===== src/rtl/psram_pkg.sv =====
// Shared constants and types for the PSRAM quad-SPI transaction engine.
package psram_pkg;

    localparam logic [7:0]  CMD_QREAD    = 8'hEB;
    localparam logic [7:0]  CMD_QWRITE   = 8'h38;
    localparam int unsigned CMD_BITS     = 8;
    localparam int unsigned ADDR_NIBBLES = 6;

    typedef enum logic [2:0] {
        StIdle,
        StCmd,
        StAddr,
        StDummy,
        StRd,
        StWr,
        StDone
    } state_e;

    // Reorder write data so that shifting out the top nibble first yields
    // byte 0 high, byte 0 low, byte 1 high, ...
    function automatic logic [31:0] wr_nibble_order(input logic [31:0] w);
        return {w[7:0], w[15:8], w[23:16], w[31:24]};
    endfunction

endpackage


===== src/rtl/psram_qspi_engine.sv =====
// Quad-SPI engine for PSRAM: EBh quad read / 38h quad write of 1-4 bytes.
// sck runs at clk/2; outputs to the pads change only on edges that leave sck low.
module psram_qspi_engine
    import psram_pkg::*;
#(
    parameter int unsigned DUMMY = 6
) (
    input  logic        clk_i,
    input  logic        rst_ni,
    input  logic        start_i,
    input  logic        wr_i,
    input  logic [23:0] addr_i,
    input  logic [1:0]  size_i,
    input  logic [31:0] wdata_i,
    output logic [31:0] rdata_o,
    output logic        busy_o,
    output logic        done_o,
    output logic        sck_o,
    output logic        ce_n_o,
    output logic [3:0]  dout_o,
    output logic [3:0]  douten_o,
    input  logic [3:0]  din_i
);

    localparam int unsigned CntW = 8;

    state_e          state_q, state_d;
    logic            lead_q, lead_d;   // one clk of setup before ce_n drops
    logic            sck_q, sck_d;
    logic [CntW-1:0] cnt_q, cnt_d;     // sck cycles left in phase, minus one
    logic [31:0]     sh_q, sh_d;       // outgoing cmd/addr/data, MSB first
    logic [31:0]     wdata_q, wdata_d;
    logic [31:0]     rdata_q, rdata_d;
    logic            wr_q, wr_d;
    logic [1:0]      size_q, size_d;

    logic [CntW-1:0] data_cnt;         // 2*(size+1)-1 nibbles
    logic [2:0]      nib_idx;
    logic [4:0]      nib_pos;
    logic            last;

    assign data_cnt = CntW'({size_q, 1'b1});
    assign nib_idx  = {size_q, 1'b1} - cnt_q[2:0];
    // Byte k lands at bit 8k; its first (high) nibble at 8k+4.
    assign nib_pos  = {nib_idx[2:1], ~nib_idx[0], 2'b00};
    assign last     = (cnt_q == '0);

    // State and datapath registers.
    always_ff @(posedge clk_i or negedge rst_ni) begin
        if (!rst_ni) begin
            state_q <= StIdle;
            lead_q  <= 1'b0;
            sck_q   <= 1'b0;
            cnt_q   <= '0;
            sh_q    <= '0;
            wdata_q <= '0;
            rdata_q <= '0;
            wr_q    <= 1'b0;
            size_q  <= '0;
        end else begin
            state_q <= state_d;
            lead_q  <= lead_d;
            sck_q   <= sck_d;
            cnt_q   <= cnt_d;
            sh_q    <= sh_d;
            wdata_q <= wdata_d;
            rdata_q <= rdata_d;
            wr_q    <= wr_d;
            size_q  <= size_d;
        end
    end

    // Next-state: accept, sck toggling, and phase advance on sck falling.
    always_comb begin
        state_d = state_q;
        lead_d  = lead_q;
        sck_d   = sck_q;
        cnt_d   = cnt_q;
        sh_d    = sh_q;
        wdata_d = wdata_q;
        rdata_d = rdata_q;
        wr_d    = wr_q;
        size_d  = size_q;

        case (state_q)
            StIdle: begin
                if (start_i) begin
                    state_d = StCmd;
                    lead_d  = 1'b1;
                    sck_d   = 1'b0;
                    wr_d    = wr_i;
                    size_d  = size_i;
                    wdata_d = wdata_i;
                    rdata_d = '0;
                    sh_d    = {(wr_i ? CMD_QWRITE : CMD_QREAD), addr_i};
                    cnt_d   = CntW'(CMD_BITS - 1);
                end
            end
            StDone: begin
                state_d = StIdle;
            end
            default: begin
                if (lead_q) begin
                    lead_d = 1'b0;
                end else if (!sck_q) begin
                    sck_d = 1'b1;
                end else begin
                    sck_d = 1'b0;
                    cnt_d = cnt_q - CntW'(1);
                    case (state_q)
                        StCmd: begin
                            sh_d = {sh_q[30:0], 1'b0};
                            if (last) begin
                                state_d = StAddr;
                                cnt_d   = CntW'(ADDR_NIBBLES - 1);
                            end
                        end
                        StAddr: begin
                            sh_d = {sh_q[27:0], 4'b0000};
                            if (last) begin
                                if (wr_q) begin
                                    state_d = StWr;
                                    cnt_d   = data_cnt;
                                    sh_d    = wr_nibble_order(wdata_q);
                                end else if (DUMMY == 0) begin
                                    state_d = StRd;
                                    cnt_d   = data_cnt;
                                end else begin
                                    state_d = StDummy;
                                    cnt_d   = CntW'(DUMMY - 1);
                                end
                            end
                        end
                        StDummy: begin
                            if (last) begin
                                state_d = StRd;
                                cnt_d   = data_cnt;
                            end
                        end
                        StRd: begin
                            rdata_d[nib_pos +: 4] = din_i;
                            if (last) begin
                                state_d = StDone;
                            end
                        end
                        StWr: begin
                            sh_d = {sh_q[27:0], 4'b0000};
                            if (last) begin
                                state_d = StDone;
                            end
                        end
                        default: ;
                    endcase
                end
            end
        endcase
    end

    // Pad outputs decoded from the registered state.
    always_comb begin
        ce_n_o   = 1'b1;
        dout_o   = 4'b0000;
        douten_o = 4'b0000;
        if (!lead_q) begin
            case (state_q)
                StCmd: begin
                    ce_n_o   = 1'b0;
                    dout_o   = {3'b000, sh_q[31]};
                    douten_o = 4'b0001;
                end
                StAddr, StWr: begin
                    ce_n_o   = 1'b0;
                    dout_o   = sh_q[31:28];
                    douten_o = 4'b1111;
                end
                StDummy, StRd: begin
                    ce_n_o = 1'b0;
                end
                default: ;
            endcase
        end
    end

    assign sck_o   = sck_q;
    assign busy_o  = (state_q != StIdle);
    assign done_o  = (state_q == StDone);
    assign rdata_o = rdata_q;

endmodule


===== config.mk =====
export PLATFORM = sky130hd
export DESIGN_NAME = psram_qspi_engine
export DESIGN_NICKNAME = d
export VERILOG_FILES = /design/src/rtl/psram_pkg.sv /design/src/rtl/psram_qspi_engine.sv
export SDC_FILE = /design/constraint.sdc
export NUM_CORES = 1
export LEC_CHECK = 0
export CAP_MARGIN = 30
export CORE_ASPECT_RATIO = 1.75
export CORE_MARGIN = 4
export CORE_UTILIZATION = 42
export CTS_BUF_LIST = sky130_fd_sc_hd__clkbuf_2 sky130_fd_sc_hd__clkbuf_4 sky130_fd_sc_hd__clkbuf_8
export CTS_CLUSTER_SIZE = 20
export DETAILED_ROUTE_END_ITERATION = 7
export PLACE_DENSITY = 0.66
export SYNTH_ARGS = -nofsm -noshare
export SYNTH_HDL_FRONTEND = slang
export SYNTH_SLANG_ARGS = --single-unit
export TNS_END_PERCENT = 100

===== constraint.sdc =====
create_clock -name clk_i -period 2.6 [get_ports clk_i]
set_input_delay 0.39 -clock clk_i [delete_from_list [all_inputs] [get_ports clk_i]]
set_output_delay 0.39 -clock clk_i [all_outputs]
set_load 0.1 [all_outputs]

# Yosys cells after proc, flatten, opt, wreduce, memory -nomap -nowiden
# Cells that the tools add are included.
dict set report classes {
  n_reduce_logical 18
  muxes 45
  eq_ne 13
  addsub 3
  bitwise 2
  shift 2
}
# cell count
set ops {}
lappend ops {{32-bit 2-to-1 mux} 9}
lappend ops {{32-bit case mux with 2 select lines} 2}
lappend ops {{32-bit case mux with 3 select lines} 1}
lappend ops {{8-bit 2-to-1 mux} 7}
lappend ops {{32-bit bitwise mux} 1}
lappend ops {{4-bit by 7-bit variable shift with 32-bit output (first input constant)} 1}
lappend ops {{4-bit by 7-bit indexed part select with 32-bit output} 1}
lappend ops {{3-bit 2-to-1 mux} 9}
lappend ops {{8-bit case mux with 3 select lines} 1}
lappend ops {{4-bit case mux with 2 select lines} 2}
lappend ops {{8-bit case mux with 2 select lines} 1}
lappend ops {{4-bit inequality test (second input constant)} 3}
lappend ops {{3-bit case mux with 4 select lines} 1}
lappend ops {{5-bit AND reduction} 2}
lappend ops {{3-bit == test (second input constant)} 3}
lappend ops {{8-bit logical NOT} 1}
lappend ops {{4-bit 2-to-1 mux} 2}
lappend ops {{8-bit AND reduction} 1}
lappend ops {{8-bit by 1-bit subtractor with 8-bit output (second input constant)} 1}
lappend ops {{5-bit negator with 7-bit output} 1}
lappend ops {{3-bit by 2-bit == test with 1-bit output (second input constant)} 2}
lappend ops {{1-bit 2-to-1 mux} 6}
lappend ops {{3-bit case mux with 2 select lines} 1}
lappend ops {{3-bit nonzero test} 2}
lappend ops {{17 further kinds} 22}
dict set report word_totals {
  word_cells 92
  output_inout_bits 44
  register_bits 112
}

# Depth between registers and ports, before layout
dict set report depth {
  depth_word 9
  ltp_mapped 10
}

# Least setup slack after synthesis
# No wires, ideal clock.
dict set report synth_timing {
  path_type {reg-to-output}
  startpoint {reg state_q[2]}
  endpoint {out dout_o[1]}
  arrival_ns 3.721
  setup_slack_ns -1.511
  t_required_ns 2.210
  stages_incl_launch_ff 7
  path_cell_list {dfrtp_1 buf_2 buf_2 clkbuf_1 nand2_1 a21oi_1 and2_1}
}
dict set report synth_between {
  elab_chain_cells 4
  elab_cells_between_ends 6
}
# item line_no
set synth_lines {}
lappend synth_lines {{start, declared} psram_qspi_engine.sv:27} ;# state_e state_q, state_d;
lappend synth_lines {{start signal, assigned} psram_qspi_engine.sv:51} ;# state_q <= StIdle;
lappend synth_lines {{start signal, assigned} psram_qspi_engine.sv:61} ;# state_q <= state_d;
lappend synth_lines {{3-bit == test or 3-bit by 2-bit == test with 1-bit output (tied branches)} psram_qspi_engine.sv:165} ;# case (state_q)
lappend synth_lines {{2-bit OR reduction} psram_qspi_engine.sv:165}
lappend synth_lines {{4-bit case mux with 2 select lines *} psram_qspi_engine.sv:165}
lappend synth_lines {{4-bit 2-to-1 mux *} psram_qspi_engine.sv:164} ;# if (!lead_q) begin
lappend synth_lines {{end, declared} psram_qspi_engine.sv:20} ;# output logic [3:0] dout_o,
# Mark *: on every way between the ends. The rest lies on a longest branch, timed or not.

# Worst setup path after layout
dict set report layout_timing {
  startpoint {reg state_q[0]}
  endpoint {out dout_o[1]}
}
# Same word-level chain as after synthesis.

==> out/results.ini <==
[hold_path]
hold_class = reg2reg
hp-start = wdata_q[31]$_DFFE_PN0P_

[layout]
multiInputGateArea_um2 = 3480
regArea_um2 = 2806
fillers = 1450
final_common_cell = nand2_1
diodes = 0
area_growth_syn_to_layout_pct = 24.87
layout.nets = 931
layout_common_cells = nand2_1, dfrtp_1, o21ai_0
stdcell_count = 1046
drive_above_1_share = 0.1721

[synth]
synth-edff-count = 0
syn-num-nets = 827
synth_top_area_frac = 0.4268
ys.warnings.count = 0
ys_ff_latch = 112
avgSynthCellArea_um2 = 8.743
ys.flop_type = dfrtp_1
yosysTopAreaCell = dfrtp_1
syn_area_um2 = 6566
synth_cell_types = 64
postSynth.asyncResetShare = 1.000
netlist_top_cells_area = dfrtp_1, nand2_1, o21ai_0
syn_inst = 751
seq_area_frac_synth = 0.4268

[drt]
avgRoutedWirePerCell_um = 18.25
dr_wl_met3_um = 938
route.detailed.drc = 0
highest_layer = met4
routed_wl_um = 19090
vias = 6102
drtIter0Drc = 414
wl_met2_um = 10450
avgViaCountPerCell = 5.834
ant_nets = 0
first_pass_iters = 5
wl_met1_um = 7043

[floorplanning]
die_y_um = 173.4
dieWidth_um = 102.5
die_area_um2 = 17780
core_um2 = 15390
num_rows = 60
io_pins = 110
start_util = 0.4267

[clock_network]
h-tree-depth = 3
cts_tree = yes
clk_latency_ns = 0.38
cts_buffer_depth = 2
cts.sinks = 112
cts_buffers = 9
cts-root-buf = clkbuf_8
clk_pin_slew_worst_paths_ns = 0.11

[sta]
timing.final.max_slew_violations = 0
finalCriticalPeriod_ns = 2.438
tightest_slew_ns = 0.6619
layout_setup_ws_ns = 0.1623
slew_headroom = 0.5541
finalCritPeriodShare = 0.9376
fmax_mhz = 410.2
setup_viol = 0
rsz0062_at_grt = no
holdWs_ns = 0.4906
skew_ns = 0.01177
hold_viol = 0

[power_and_ir_drop]
leakage_nw = 3.674
vdd_drop_max_uv = 466.0
total_power_mw = 11.03
power_density_nw_per_um2 = 1345

[global_routing]
grt_pass1_wl_um = 30620
grt_overflow = 0
grt_usage = 0.2160
grt_max_degree = 55
grt_pass1_vias = 6181
antenna_found_initial = 0

[job]
maxCapViolations = 0

[critical_path]
critical_path_class = reg2out
reg2reg_from = cnt_q[1]$_DFFE_PN0P_
path_max_fanout = 12
cp.arrival_ns = 2.05
cp-start-kind = flip-flop
reg2reg_slack_ns = 0.21
reg2reg_to = rdata_o[16]$_DFFE_PN0P_
crit_path_end_kind = primary output
worst-r2r-cell-count = 7
crit_path_end = dout_o[1]
critPathRequiredTime_ns = 2.21
timing.critical_path.from = state_q[0]$_DFFE_PN0P_

[place]
numPortBuffers = 109
gp_congestion = 0.8726
dp.cells = 1028
post-dp-hpwl_um = 14070
place_ws_ns = 0.1679

[run_status]
outcome = completed

routing by layer:
layer,vias up,track usage
met2,213,0.3975
met1,2949,0.2415
met4,0,0.08648
met5,-,0
met3,39,0.02980
li1,2901,-
cell type report:
type / count / share of cell area
Inverter: 14 / 0.006409
Timing Repair Buffer: 148 / 0.1752
Clock buffer: 11 / 0.01846
Multi-Input combinational cell: 570 / 0.4244
Clock inverter: 5 / 0.004883
Sequential cell: 112 / 0.3423
Tap cell: 186 / 0.02838
report_power, final:
| group | leakage, nW | internal (mW) | total [mW] | switching, mW |
|---|---|---|---|---|
| Clock | 0.0999 | 0.410 | 1.04 | 0.634 |
| Sequential | 1.44 | 2.44 | 3.22 | 0.777 |
| Combinational | 2.14 | 2.48 | 6.77 | 4.29 |
| Total | 3.67 | 5.33 | 11.0 | 5.70 |
sequential cells by signal, indices dropped and copies added (netlist names):
register,cells
wdata_q,32
sh_q,32
state_q,3
lead_q,1
size_q,2
rdata_o,32
wr_q,1
cnt_q,8
sck_o,1
timing repair:
item / CTS / global route
hold buffers: 1 / 0
setup endpoints to repair: 3 / 4
buffers inserted: 1 / 0
hold endpoints to repair: 30 / 0
gates cloned: 0 / 0
resized for setup: 1 / 2
pin swaps: 1 / 0
Yosys cell counts (5+ instances only):
library cell / n
clkbuf_1: 36
a21oi_1: 20
o21ai_0: 85
nand2b_1: 27
buf_2: 8
mux2i_1: 11
xnor2_1: 5
o221ai_1: 25
a22oi_1: 24
nand3_1: 5
ha_1: 10
dfrtp_1: 112
nor3_1: 6
nor2b_1: 6
a32o_1: 8
nand2_1: 168
nor2_1: 46
mux2_2: 25
inv_1: 13
o31ai_1: 24
o2bb2ai_1: 10
critical path: stages (launching register included):
cell and delay [ns]:
dfrtp_2 0.53, nor2b_1 0.20, nand2_1 0.23, a21oi_4 0.31
and2_2 0.22, buf_12 0.17
metrics by stage:
step	utilization	area, µm²	TNS, ns
after global routing	0.5328	8199	0
after CTS	0.5325	8195	0
after global placement	0.5189	7985	0
final	0.5328	8199	0
after floorplan	-	6591	-0.1271
after detailed placement	0.5189	7985	0
worst min path at each step:
stage,end,slack [ns],cells past startpoint
floorplan,cnt_q[0]$_DFFE_PN0P_,0.09,0
global placement,rdata_o[3]$_DFFE_PN0P_,0.41,1
detailed placement,rdata_o[31]$_DFFE_PN0P_,0.41,1
CTS,wdata_q[19]$_DFFE_PN0P_,0.49,2
global route,wdata_q[12]$_DFFE_PN0P_,0.49,3
finish,wdata_q[31]$_DFFE_PN0P_,0.49,2
logic make-up after synthesis:
| logic type | synth area share |
|---|---|
| fa+ha+maj | 0.01905 |
| buf+inv | 0.04802 |
| mux | 0.05964 |
| simple gates | 0.1957 |
| compound gates | 0.2391 |
| xor+xnor | 0.01162 |
| flops | 0.4268 |
Power figures use the tool's default switching activity.
